`src/rtl/vga_field_text_gen_if.sv`:
```
// Bus for vga_field_text_gen: pixel stream, snapshot controls, font ROM port and RGB output.
// The master side is the VGA sync/clock logic plus the font ROM; the slave side is the text generator.
interface vga_field_text_gen_if #(
  parameter int N_FIELDS = 3,
  parameter int SEL_W    = 3
);
  logic [9:0]            pixel_x;
  logic [8:0]            pixel_y;
  logic                  video_on;
  logic                  frame_start;
  logic [8*N_FIELDS-1:0] bcd_data;
  logic                  edit_en;
  logic [SEL_W-1:0]      edit_sel;
  logic [2:0]            bg_color;
  logic [10:0]           rom_addr;
  logic [7:0]            font_word;
  logic [2:0]            colors_out;
  logic                  pix_valid;

  modport master (
    output pixel_x, pixel_y, video_on, frame_start, bcd_data,
           edit_en, edit_sel, bg_color, font_word,
    input  rom_addr, colors_out, pix_valid
  );

  modport slave (
    input  pixel_x, pixel_y, video_on, frame_start, bcd_data,
           edit_en, edit_sel, bg_color, font_word,
    output rom_addr, colors_out, pix_valid
  );
endinterface

```
`src/rtl/vga_field_text_gen.sv`:
```
// Pipelined two-digit BCD field text generator with per-frame snapshot and edit highlight.
// Optional blinking cursor is enabled by defining VGA_FIELD_BLINK_EN.
module vga_field_text_gen #(
  parameter int         N_FIELDS     = 3,
  parameter int         SCALE        = 1,
  parameter int         FIELD_COL0   = 16,
  parameter int         FIELD_ROW    = 4,
  parameter logic [6:0] SEP_CHAR     = 7'h3A,
  parameter int         BLINK_FRAMES = 30,
  parameter int         ROM_LAT      = 1,
  parameter int         SEL_W        = 3
) (
  input logic                  clk,
  input logic                  reset,
  vga_field_text_gen_if.slave  bus
);

  localparam int COL_SHIFT = 3 + SCALE;
  localparam int ROW_SHIFT = 4 + SCALE;

  logic [8*N_FIELDS-1:0] r_bcd;
  logic                  r_editEn;
  logic [SEL_W-1:0]      r_editSel;

  logic [9:0]  w_col;
  logic [8:0]  w_row;
  logic [3:0]  w_rowAddr;
  logic [2:0]  w_bitAddr;
  logic [6:0]  w_char;
  logic        w_inBox;
  logic        w_hlCell;
  logic        w_hlAct;
  logic        w_unused;

  logic [10:0] r_romAddr;
  logic        r_inBox1;
  logic        r_hl1;
  logic        r_von1;
  logic [2:0]  r_bit1;

  logic [ROM_LAT-1:0] r_inBoxD;
  logic [ROM_LAT-1:0] r_hlD;
  logic [ROM_LAT-1:0] r_vonD;
  logic [2:0]         r_bitD [ROM_LAT];

  logic        w_font;
  logic [2:0]  w_color;
  logic [2:0]  r_colors;
  logic        r_pixValid;

  function automatic logic [6:0] digitChar(input logic [3:0] n);
    return (n <= 4'd9) ? (7'h30 + {3'b000, n}) : 7'h20;
  endfunction

  // Controls are captured only at frame_start so the visible frame never tears.
  always_ff @(posedge clk or negedge reset) begin
    if (!reset) begin
      r_bcd     <= '0;
      r_editEn  <= 1'b0;
      r_editSel <= '0;
    end else if (bus.frame_start) begin
      r_bcd     <= bus.bcd_data;
      r_editEn  <= bus.edit_en;
      r_editSel <= bus.edit_sel;
    end
  end

`ifdef VGA_FIELD_BLINK_EN
  localparam int CNT_W = (BLINK_FRAMES > 1) ? $clog2(BLINK_FRAMES) : 1;

  logic [CNT_W-1:0] r_frameCnt;
  logic             r_phase;
  logic             w_editChg;

  assign w_editChg = (bus.edit_en != r_editEn) || (bus.edit_sel != r_editSel);

  // A new edit target restarts the blink with the cursor visible.
  always_ff @(posedge clk or negedge reset) begin
    if (!reset) begin
      r_frameCnt <= '0;
      r_phase    <= 1'b1;
    end else if (bus.frame_start) begin
      if (w_editChg) begin
        r_frameCnt <= '0;
        r_phase    <= 1'b1;
      end else if (r_frameCnt == CNT_W'(BLINK_FRAMES - 1)) begin
        r_frameCnt <= '0;
        r_phase    <= ~r_phase;
      end else begin
        r_frameCnt <= r_frameCnt + 1'b1;
      end
    end
  end

  assign w_hlAct = w_hlCell & r_phase;
`else
  assign w_hlAct = w_hlCell;
`endif

  assign w_col     = bus.pixel_x >> COL_SHIFT;
  assign w_row     = bus.pixel_y >> ROW_SHIFT;
  assign w_rowAddr = bus.pixel_y[SCALE+3:SCALE];
  assign w_bitAddr = bus.pixel_x[SCALE+2:SCALE];
  assign w_unused  = ^{bus.pixel_x, bus.pixel_y};

  always_comb begin
    w_char   = 7'h20;
    w_inBox  = 1'b0;
    w_hlCell = 1'b0;
    if (int'(w_row) == FIELD_ROW) begin
      if ((int'(w_col) >= FIELD_COL0 - 1) && (int'(w_col) <= FIELD_COL0 + 3*N_FIELDS - 1))
        w_inBox = 1'b1;
      for (int k = 0; k < N_FIELDS; k++) begin
        if (int'(w_col) == FIELD_COL0 + 3*k) begin
          w_char   = digitChar(r_bcd[8*(N_FIELDS-k)-1 -: 4]);
          w_hlCell = r_editEn && (int'(r_editSel) == k);
        end else if (int'(w_col) == FIELD_COL0 + 3*k + 1) begin
          w_char   = digitChar(r_bcd[8*(N_FIELDS-k)-5 -: 4]);
          w_hlCell = r_editEn && (int'(r_editSel) == k);
        end else if ((int'(w_col) == FIELD_COL0 + 3*k + 2) && (k < N_FIELDS - 1)) begin
          w_char   = SEP_CHAR;
        end
      end
    end
  end

  always_ff @(posedge clk or negedge reset) begin
    if (!reset) begin
      r_romAddr <= '0;
      r_inBox1  <= 1'b0;
      r_hl1     <= 1'b0;
      r_von1    <= 1'b0;
      r_bit1    <= '0;
    end else begin
      r_romAddr <= {w_char, w_rowAddr};
      r_inBox1  <= w_inBox;
      r_hl1     <= w_hlAct;
      r_von1    <= bus.video_on;
      r_bit1    <= w_bitAddr;
    end
  end

  assign bus.rom_addr = r_romAddr;

  // Cell attributes ride alongside the ROM read so they meet font_word.
  always_ff @(posedge clk or negedge reset) begin
    if (!reset) begin
      r_inBoxD <= '0;
      r_hlD    <= '0;
      r_vonD   <= '0;
      for (int i = 0; i < ROM_LAT; i++) r_bitD[i] <= '0;
    end else begin
      r_inBoxD[0] <= r_inBox1;
      r_hlD[0]    <= r_hl1;
      r_vonD[0]   <= r_von1;
      r_bitD[0]   <= r_bit1;
      for (int i = 1; i < ROM_LAT; i++) begin
        r_inBoxD[i] <= r_inBoxD[i-1];
        r_hlD[i]    <= r_hlD[i-1];
        r_vonD[i]   <= r_vonD[i-1];
        r_bitD[i]   <= r_bitD[i-1];
      end
    end
  end

  assign w_font = bus.font_word[3'd7 - r_bitD[ROM_LAT-1]];

  // Highlighted digits render as white-on-black, box text as black-on-background.
  always_comb begin
    w_color = 3'b000;
    if (r_vonD[ROM_LAT-1]) begin
      if (r_hlD[ROM_LAT-1])
        w_color = w_font ? 3'b111 : 3'b000;
      else if (r_inBoxD[ROM_LAT-1])
        w_color = w_font ? 3'b000 : bus.bg_color;
    end
  end

  always_ff @(posedge clk or negedge reset) begin
    if (!reset) begin
      r_colors   <= '0;
      r_pixValid <= 1'b0;
    end else begin
      r_colors   <= w_color;
      r_pixValid <= r_vonD[ROM_LAT-1];
    end
  end

  assign bus.colors_out = r_colors;
  assign bus.pix_valid  = r_pixValid;

endmodule

```
`src/flat_wrapper.sv`:
```
// flat-port wrapper written by rule: the top's interface ports become plain ports
module vga_field_text_gen_flat 
#(
  parameter int         N_FIELDS     = 3,
  parameter int         SCALE        = 1,
  parameter int         FIELD_COL0   = 16,
  parameter int         FIELD_ROW    = 4,
  parameter logic [6:0] SEP_CHAR     = 7'h3A,
  parameter int         BLINK_FRAMES = 30,
  parameter int         ROM_LAT      = 1,
  parameter int         SEL_W        = 3
)
  (clk, reset, bus_pixel_x, bus_pixel_y, bus_video_on, bus_frame_start, bus_bcd_data, bus_edit_en, bus_edit_sel, bus_bg_color, bus_font_word, bus_rom_addr, bus_colors_out, bus_pix_valid);
  vga_field_text_gen_if #(.N_FIELDS(N_FIELDS), .SEL_W(SEL_W)) bus_i ();
  input logic clk;
  input logic reset;
  input wire logic [$bits(bus_i.pixel_x)-1:0] bus_pixel_x;
  input wire logic [$bits(bus_i.pixel_y)-1:0] bus_pixel_y;
  input wire logic [$bits(bus_i.video_on)-1:0] bus_video_on;
  input wire logic [$bits(bus_i.frame_start)-1:0] bus_frame_start;
  input wire logic [$bits(bus_i.bcd_data)-1:0] bus_bcd_data;
  input wire logic [$bits(bus_i.edit_en)-1:0] bus_edit_en;
  input wire logic [$bits(bus_i.edit_sel)-1:0] bus_edit_sel;
  input wire logic [$bits(bus_i.bg_color)-1:0] bus_bg_color;
  input wire logic [$bits(bus_i.font_word)-1:0] bus_font_word;
  output wire logic [$bits(bus_i.rom_addr)-1:0] bus_rom_addr;
  output wire logic [$bits(bus_i.colors_out)-1:0] bus_colors_out;
  output wire logic [$bits(bus_i.pix_valid)-1:0] bus_pix_valid;
  assign bus_i.pixel_x = bus_pixel_x;
  assign bus_i.pixel_y = bus_pixel_y;
  assign bus_i.video_on = bus_video_on;
  assign bus_i.frame_start = bus_frame_start;
  assign bus_i.bcd_data = bus_bcd_data;
  assign bus_i.edit_en = bus_edit_en;
  assign bus_i.edit_sel = bus_edit_sel;
  assign bus_i.bg_color = bus_bg_color;
  assign bus_i.font_word = bus_font_word;
  assign bus_rom_addr = bus_i.rom_addr;
  assign bus_colors_out = bus_i.colors_out;
  assign bus_pix_valid = bus_i.pix_valid;
  vga_field_text_gen #(.N_FIELDS(N_FIELDS), .SCALE(SCALE), .FIELD_COL0(FIELD_COL0), .FIELD_ROW(FIELD_ROW), .SEP_CHAR(SEP_CHAR), .BLINK_FRAMES(BLINK_FRAMES), .ROM_LAT(ROM_LAT), .SEL_W(SEL_W)) u_core (.clk(clk), .reset(reset), .bus(bus_i));
endmodule
```
`config.mk`:
```
export PLATFORM = sky130hd
export DESIGN_NAME = vga_field_text_gen_flat
export DESIGN_NICKNAME = d
export VERILOG_FILES = /design/src/rtl/vga_field_text_gen_if.sv /design/src/rtl/vga_field_text_gen.sv /design/src/flat_wrapper.sv
export SDC_FILE = /design/constraint.sdc
export NUM_CORES = 1
export LEC_CHECK = 0
export CAP_MARGIN = 30
export CORE_MARGIN = 1.5
export CORE_UTILIZATION = 47
export CTS_BUF_LIST = sky130_fd_sc_hd__clkbuf_2
export CTS_CLUSTER_DIAMETER = 150
export DETAILED_ROUTE_END_ITERATION = 10
export PLACE_DENSITY = 0.86
export SLEW_MARGIN = 20
export SYNTH_ARGS = -nofsm -noshare
export SYNTH_HDL_FRONTEND = slang
export SYNTH_SLANG_ARGS = --single-unit
```
`constraint.sdc`:
```
create_clock -name clk -period 2.2 [get_ports clk]
set_clock_uncertainty 0.2 [all_clocks]
set_input_delay 0.44 -clock clk [delete_from_list [all_inputs] [get_ports clk]]
set_output_delay 0.44 -clock clk [all_outputs]
set_load 0.01 [all_outputs]
```
== Word-level counts from Yosys, hierarchy flattened ==
Index checks and enable logic that the tools add are counted.

* Register bits: 55
* Latch bits: 0
* Memory bits (writable): 0
* Bits in read-only memories: 0
* Bits of input ports: 62
* Word-level logic and storage cells: 77
* Memories kept: 0

* Add/sub/neg operators: 7
* Multipliers: 0
* Div/mod/pow operators: 0
* Magnitude comparators: 9
* Equal/unequal tests: 11
* Shift-type cells: 0
* Mux-type cells: 31
* Bitwise gates (word level): 0
* Reduce and logical (&&, ||, !) cells: 5

{| class="wikitable"
|+ Operators with widths
! kind !! number
|-
| 7-bit two-way mux || 14
|-
| 6-bit equality test, second input constant || 8
|-
| 6-bit by 4-bit adder with 7-bit output, first input constant || 6
|-
| 4-bit <= comparator, second input constant || 6
|-
| 3-bit two-way mux || 5
|-
| 1-bit two-way mux || 10
|-
| 6-bit by 4-bit >= comparator with 1-bit output, second input constant || 1
|-
| 6-bit by 5-bit <= comparator with 1-bit output, second input constant || 1
|-
| 5-bit two-way mux || 1
|-
| 4-bit equality test, second input constant || 1
|-
| 1-bit logical AND || 4
|-
| 3-bit by 4-bit < comparator with 1-bit output, second input constant || 1
|-
| 1-bit binary-select mux with 3-bit select || 1
|-
| 3-bit by 2-bit equality test with 1-bit output, second input constant || 1
|-
| 3-bit equality test, second input constant || 1
|-
| 3-bit zero test || 1
|-
| 3-bit subtractor, first input constant || 1
|}

== Depth between registers and ports, before layout ==
* Depth in word-level cells: 10
* Gate-level depth with buffers: 6
* Gate-level depth less buffers: 4

== Worst setup path after synthesis ==
OpenSTA, ideal clock, no wires.

* Path kind: input port to flip-flop
* Start: in bus_pixel_x[9]
* End: reg u_core.r_romAddr[7], in the netlist u_core.bus.rom_addr[7]
* Arrival time: 1.573 ns
* Setup slack: 0.297 ns
* Cell stages on the path: 4
* Cell sequence: or3b_4 -> or3_2 -> o2111ai_1 -> a21boi_0

* Word-level cells in the longest chain between the ends: 10
* Elaborated cells on any way between the ends: 17
* Classes of those cells: eq/ne (8); mux (9)

{| class="wikitable"
|+ Ends and longest elaborated chain
! element !! line !! RTL
|-
| from (decl) || flat_wrapper.sv:17 || <nowiki>input wire logic [$bits(bus_i.pixel_x)-1:0] bus_pixel_x;</nowiki>
|-
| 6-bit equality test || vga_field_text_gen.sv:120 || <nowiki>end else if ((int'(w_col) == FIELD_COL0 + 3*k + 2) && (k < N_FIELDS - 1)) begin</nowiki>
|-
| 5-bit two-way mux || vga_field_text_gen.sv:120 ||
|-
| 7-bit two-way mux || vga_field_text_gen.sv:117 || <nowiki>end else if (int'(w_col) == FIELD_COL0 + 3*k + 1) begin</nowiki>
|-
| 7-bit two-way mux || vga_field_text_gen.sv:114 || <nowiki>if (int'(w_col) == FIELD_COL0 + 3*k) begin</nowiki>
|-
| 7-bit two-way mux || vga_field_text_gen.sv:120 ||
|-
| 7-bit two-way mux || vga_field_text_gen.sv:117 ||
|-
| 7-bit two-way mux || vga_field_text_gen.sv:114 ||
|-
| 7-bit two-way mux || vga_field_text_gen.sv:117 ||
|-
| 7-bit two-way mux * || vga_field_text_gen.sv:114 ||
|-
| 7-bit two-way mux * || vga_field_text_gen.sv:110 || <nowiki>if (int'(w_row) == FIELD_ROW) begin</nowiki>
|-
| via u_core.w_char[3] || vga_field_text_gen.sv:29 || <nowiki>logic [6:0] w_char;</nowiki>
|-
| to (signal assigned) || vga_field_text_gen.sv:135 || <nowiki>r_romAddr <= {w_char, w_rowAddr};</nowiki>
|-
| to (decl) || vga_field_text_gen.sv:35 || <nowiki>logic [10:0] r_romAddr;</nowiki>
|}

The timed path passes the listed nets; every way through them passes the cells marked *.
A chain may end at the register's enable or synchronous reset.

== Final worst setup path ==
* Start: reg u_core.r_romAddr[7], in the netlist u_core.bus.rom_addr[7]
* End: out bus_rom_addr[7]

{| class="wikitable"
|+ RTL lines
! element !! line !! RTL
|-
| to (decl) || flat_wrapper.sv:26 || <nowiki>output wire logic [$bits(bus_i.rom_addr)-1:0] bus_rom_addr;</nowiki>
|}

No word-level cell between the ends.

==> results.json <==
{
  "cts-buffers-inserted": 5,
  "wire_per_inst_um": 14.8,
  "cp_max_fo": 1,
  "criticalPathCategory": "reg -> out",
  "routabilityCongestion": 0.909,
  "synth.area.mux_share_pct": 13.2,
  "finalCritPeriodShare_pct": 92.6,
  "synth.distinct_cells": 48,
  "routed_via_density": 5.41,
  "fmax_ghz": 0.491,
  "synthTopCellsByArea": "dfrtp_1 (57%), mux2_2 (11%), o21ai_0 (3.6%), nand2_1 (2.2%), mux4_2 (1.9%)",
  "arrival_ps": 1400,
  "initial_core_util_pct": 49.7,
  "cp-end-kind": "output port",
  "p_seq_share_pct": 60.5,
  "grt_max_degree": 34,
  "synthSimpleGateAreaFrac_pct": 13.2,
  "clk_pin_slew_ps": 270,
  "design.die.area_um2": 5500,
  "vias": 1904,
  "syn_nets": 260,
  "yosysTopAreaCellShare_pct": 56.8,
  "ys_warn_count": 0,
  "status": "complete, no violations",
  "synth_compound_area_share_pct": 13.3,
  "tns_ps": 0,
  "antenna_found_initial": 0,
  "fill_cells": 371,
  "synth_xor_area_share_pct": 0,
  "cts_tree": "done",
  "p_sw_uw": 486,
  "drt_iter0_drc": 124,
  "finalSetupViolations": 0,
  "final_cell_mix": "clkdlybuf4s50_1 (72), dfrtp_1 (54), mux2_2 (23), o21ai_0 (17)",
  "hp-class": "reg -> reg",
  "gr-usage-all-layers_pct": 20.0,
  "grt_pass1_vias": 1888,
  "antenna_cells": 0,
  "ys_seq_area_share_pct": 56.8,
  "startpoint_type": "flip-flop",
  "async_reset_ff_share_pct": 100,
  "cts.sinks": 54,
  "clock_path_buffers": 2,
  "min_period_ps": 2040,
  "path_cells": "clkdlybuf4s50_1",
  "postSynthAreaPerCell_um2": 12.0,
  "layout-area-overhead-vs-synth_pct": 40.2,
  "fp.dieW_um": 74.1,
  "synth_top_family_by_area": "compound AO/OA/AOI/OAI gates",
  "worst_pin_slew_ps": 603,
  "port_buffers": 73,
  "synth_top_area_cell": "dfrtp_1",
  "cp_slowest_stage_delay_ps": 540,
  "clock_latency_ps": 440,
  "clockPowerShare_pct": 21.0,
  "ys_seq_elements": 54,
  "pin_count": 77,
  "synth_ff_type": "dfrtp_1",
  "cts-root-buf": "clkbuf_2",
  "p_comb_share_pct": 18.5,
  "grt_setup_unrepaired": "no",
  "maxCapViolCount": 0,
  "syn_area_um2": 2380,
  "worstPathRequired_ps": 1560,
  "num_rows": 25,
  "post-cts-setup-buffers": 0,
  "peakVddDrop_mv": 0.310,
  "netlist_instances": 198,
  "swShare_pct": 26.5,
  "synth_edf_count": 0,
  "route.detailed.drc": 0,
  "slew_viol_final": 0,
  "dp_cells": 343,
  "critPathSlowestCell": "clkdlybuf4s50_1",
  "path_buf_inv": 1,
  "finalHoldViolations": 0,
  "synth_fa_ha_area_share_pct": 0,
  "first_pass_iters": 4,
  "htree_num_levels": 2,
  "grt_pass1_wl_um": 8450,
  "core_area_um2": 4790,
  "dp_hpwl_um": 4040,
  "instances_no_fill": 352,
  "slew_headroom_pct": 59.8,
  "drive_gt1_share_pct": 19.3,
  "power_leakage_uw": 0.00142,
  "layout_commonest_cell": "clkdlybuf4s50_1",
  "power.density_nw_per_um2": 551,
  "ant_nets": 0,
  "overflow": 0,
  "drt-total-wl_um": 5230,
  "die_y_um": 74.1,
  "power.internal_uw": 1350,
  "fin_nets": 346,
  "cp_top_family": "buffers and inverters"
}
[Yosys cell counts, types with 2 or more instances]
library cell and number:
mux2_2 23, nor3_1 2, or4b_2 2, nand2b_1 5, nand3_1 2, buf_4 3
and3b_1 2, inv_1 6, nand2_1 14, a21oi_1 6, conb_1 2, nor2_1 5
nor3b_1 5, a41o_1 3, nor2b_1 4, clkbuf_1 7, mux4_2 2, o31ai_1 2
o22ai_1 4, a31oi_1 2, dfrtp_1 54, o21ai_0 17
[power groups by stage]
stage	clock [µW]	combinational, µW	sequential (µW)
5_1_grt	434	374	1120
3_5_place_dp	0	341	1130
6_report	386	340	1110
4_1_cts	402	344	1110
2_1_floorplan	0	152	1110
3_3_place_gp	0	332	1120
[state kept, by name (all words and copies together), names as in the netlist]
register	count
u_core.r_editEn	1
u_core.r_hlD	1
u_core.r_hl1	1
u_core.r_bcd	24
u_core.r_bitD	3
u_core.bus.pix_valid	1
u_core.r_vonD	1
u_core.r_von1	1
u_core.r_inBoxD	1
u_core.bus.colors_out	3
u_core.r_bit1	3
u_core.bus.rom_addr	10
u_core.r_editSel	3
u_core.r_inBox1	1
[cell families (layout without fill, tap and decap cells)]
| logic type | after synthesis | in the layout |
|---|---|---|
| and+or+nand+nor | 51 | 51 |
| other | 2 | 2 |
| DFF | 54 | 54 |
| buffers and inverters | 17 | 104 |
| AOI/OAI and AO/OA | 48 | 48 |
| muxes | 26 | 26 |
[routing by layer]
metal	GRT usage [%]	vias to the layer above	wire length, µm	share of wire, %
met5	0	-	0	0
met2	34.7	89	2560	49
li1	-	888	-	-
met4	5.76	0	76	1.5
met1	24.6	915	2130	41
met3	5.28	12	459	8.8
[cell type report]
type,count,area [µm²],share of cell area (%)
clock inverters,3,20.0,0.600
repair buffers,90,881,26.4
clock buffers,5,25.0,0.750
well taps,67,83.8,2.51
inverters,6,22.5,0.675
multi-input cells,127,951,28.5
flip-flops and latches,54,1350,40.5
[worst register-to-register path: cells and delay by family, from the launching register on]
| kind | cells | cell delay (ps) |
|---|---|---|
| DFF | 1 | 460 |
| muxes | 2 | 750 |
| and+or+nand+nor | 1 | 130 |
| AOI/OAI and AO/OA | 1 | 220 |
[worst paths after layout]
kind,from,endpoint,slack [ps],cells past startpoint
max reg2reg,u_core.r_bitD[1],u_core.bus.colors_out[2],370,4
min reg2reg,u_core.r_bit1[1],u_core.r_bitD[1],180,0
min,u_core.r_bit1[1],u_core.r_bitD[1],180,0
max in group asynchronous,reset,u_core.r_editSel[1],940,3
min in group asynchronous,reset,u_core.bus.rom_addr[3],290,2
max,u_core.bus.rom_addr[7],bus_rom_addr[7],160,1
[per-stage QoR]
stage          util (%)  area, µm²  worst slack, ps  total power (µW)  hold WS [ps]
2_1_floorplan         -       2380              297              1270         -55.6
3_3_place_gp       68.5       3280             -241              1450           131
3_5_place_dp       68.5       3280             -288              1470           142
4_1_cts            69.7       3330              133              1860           166
5_1_grt            69.7       3330             91.0              1930           137
6_report           69.7       3330              163              1840           177
[what timing repair did]
action / CTS / global route
hold endpoints to repair: 25 / 0
gates resized for setup: 0 / 0
hold buffers: 1 / 0
Power figures use the tool's default switching activity.
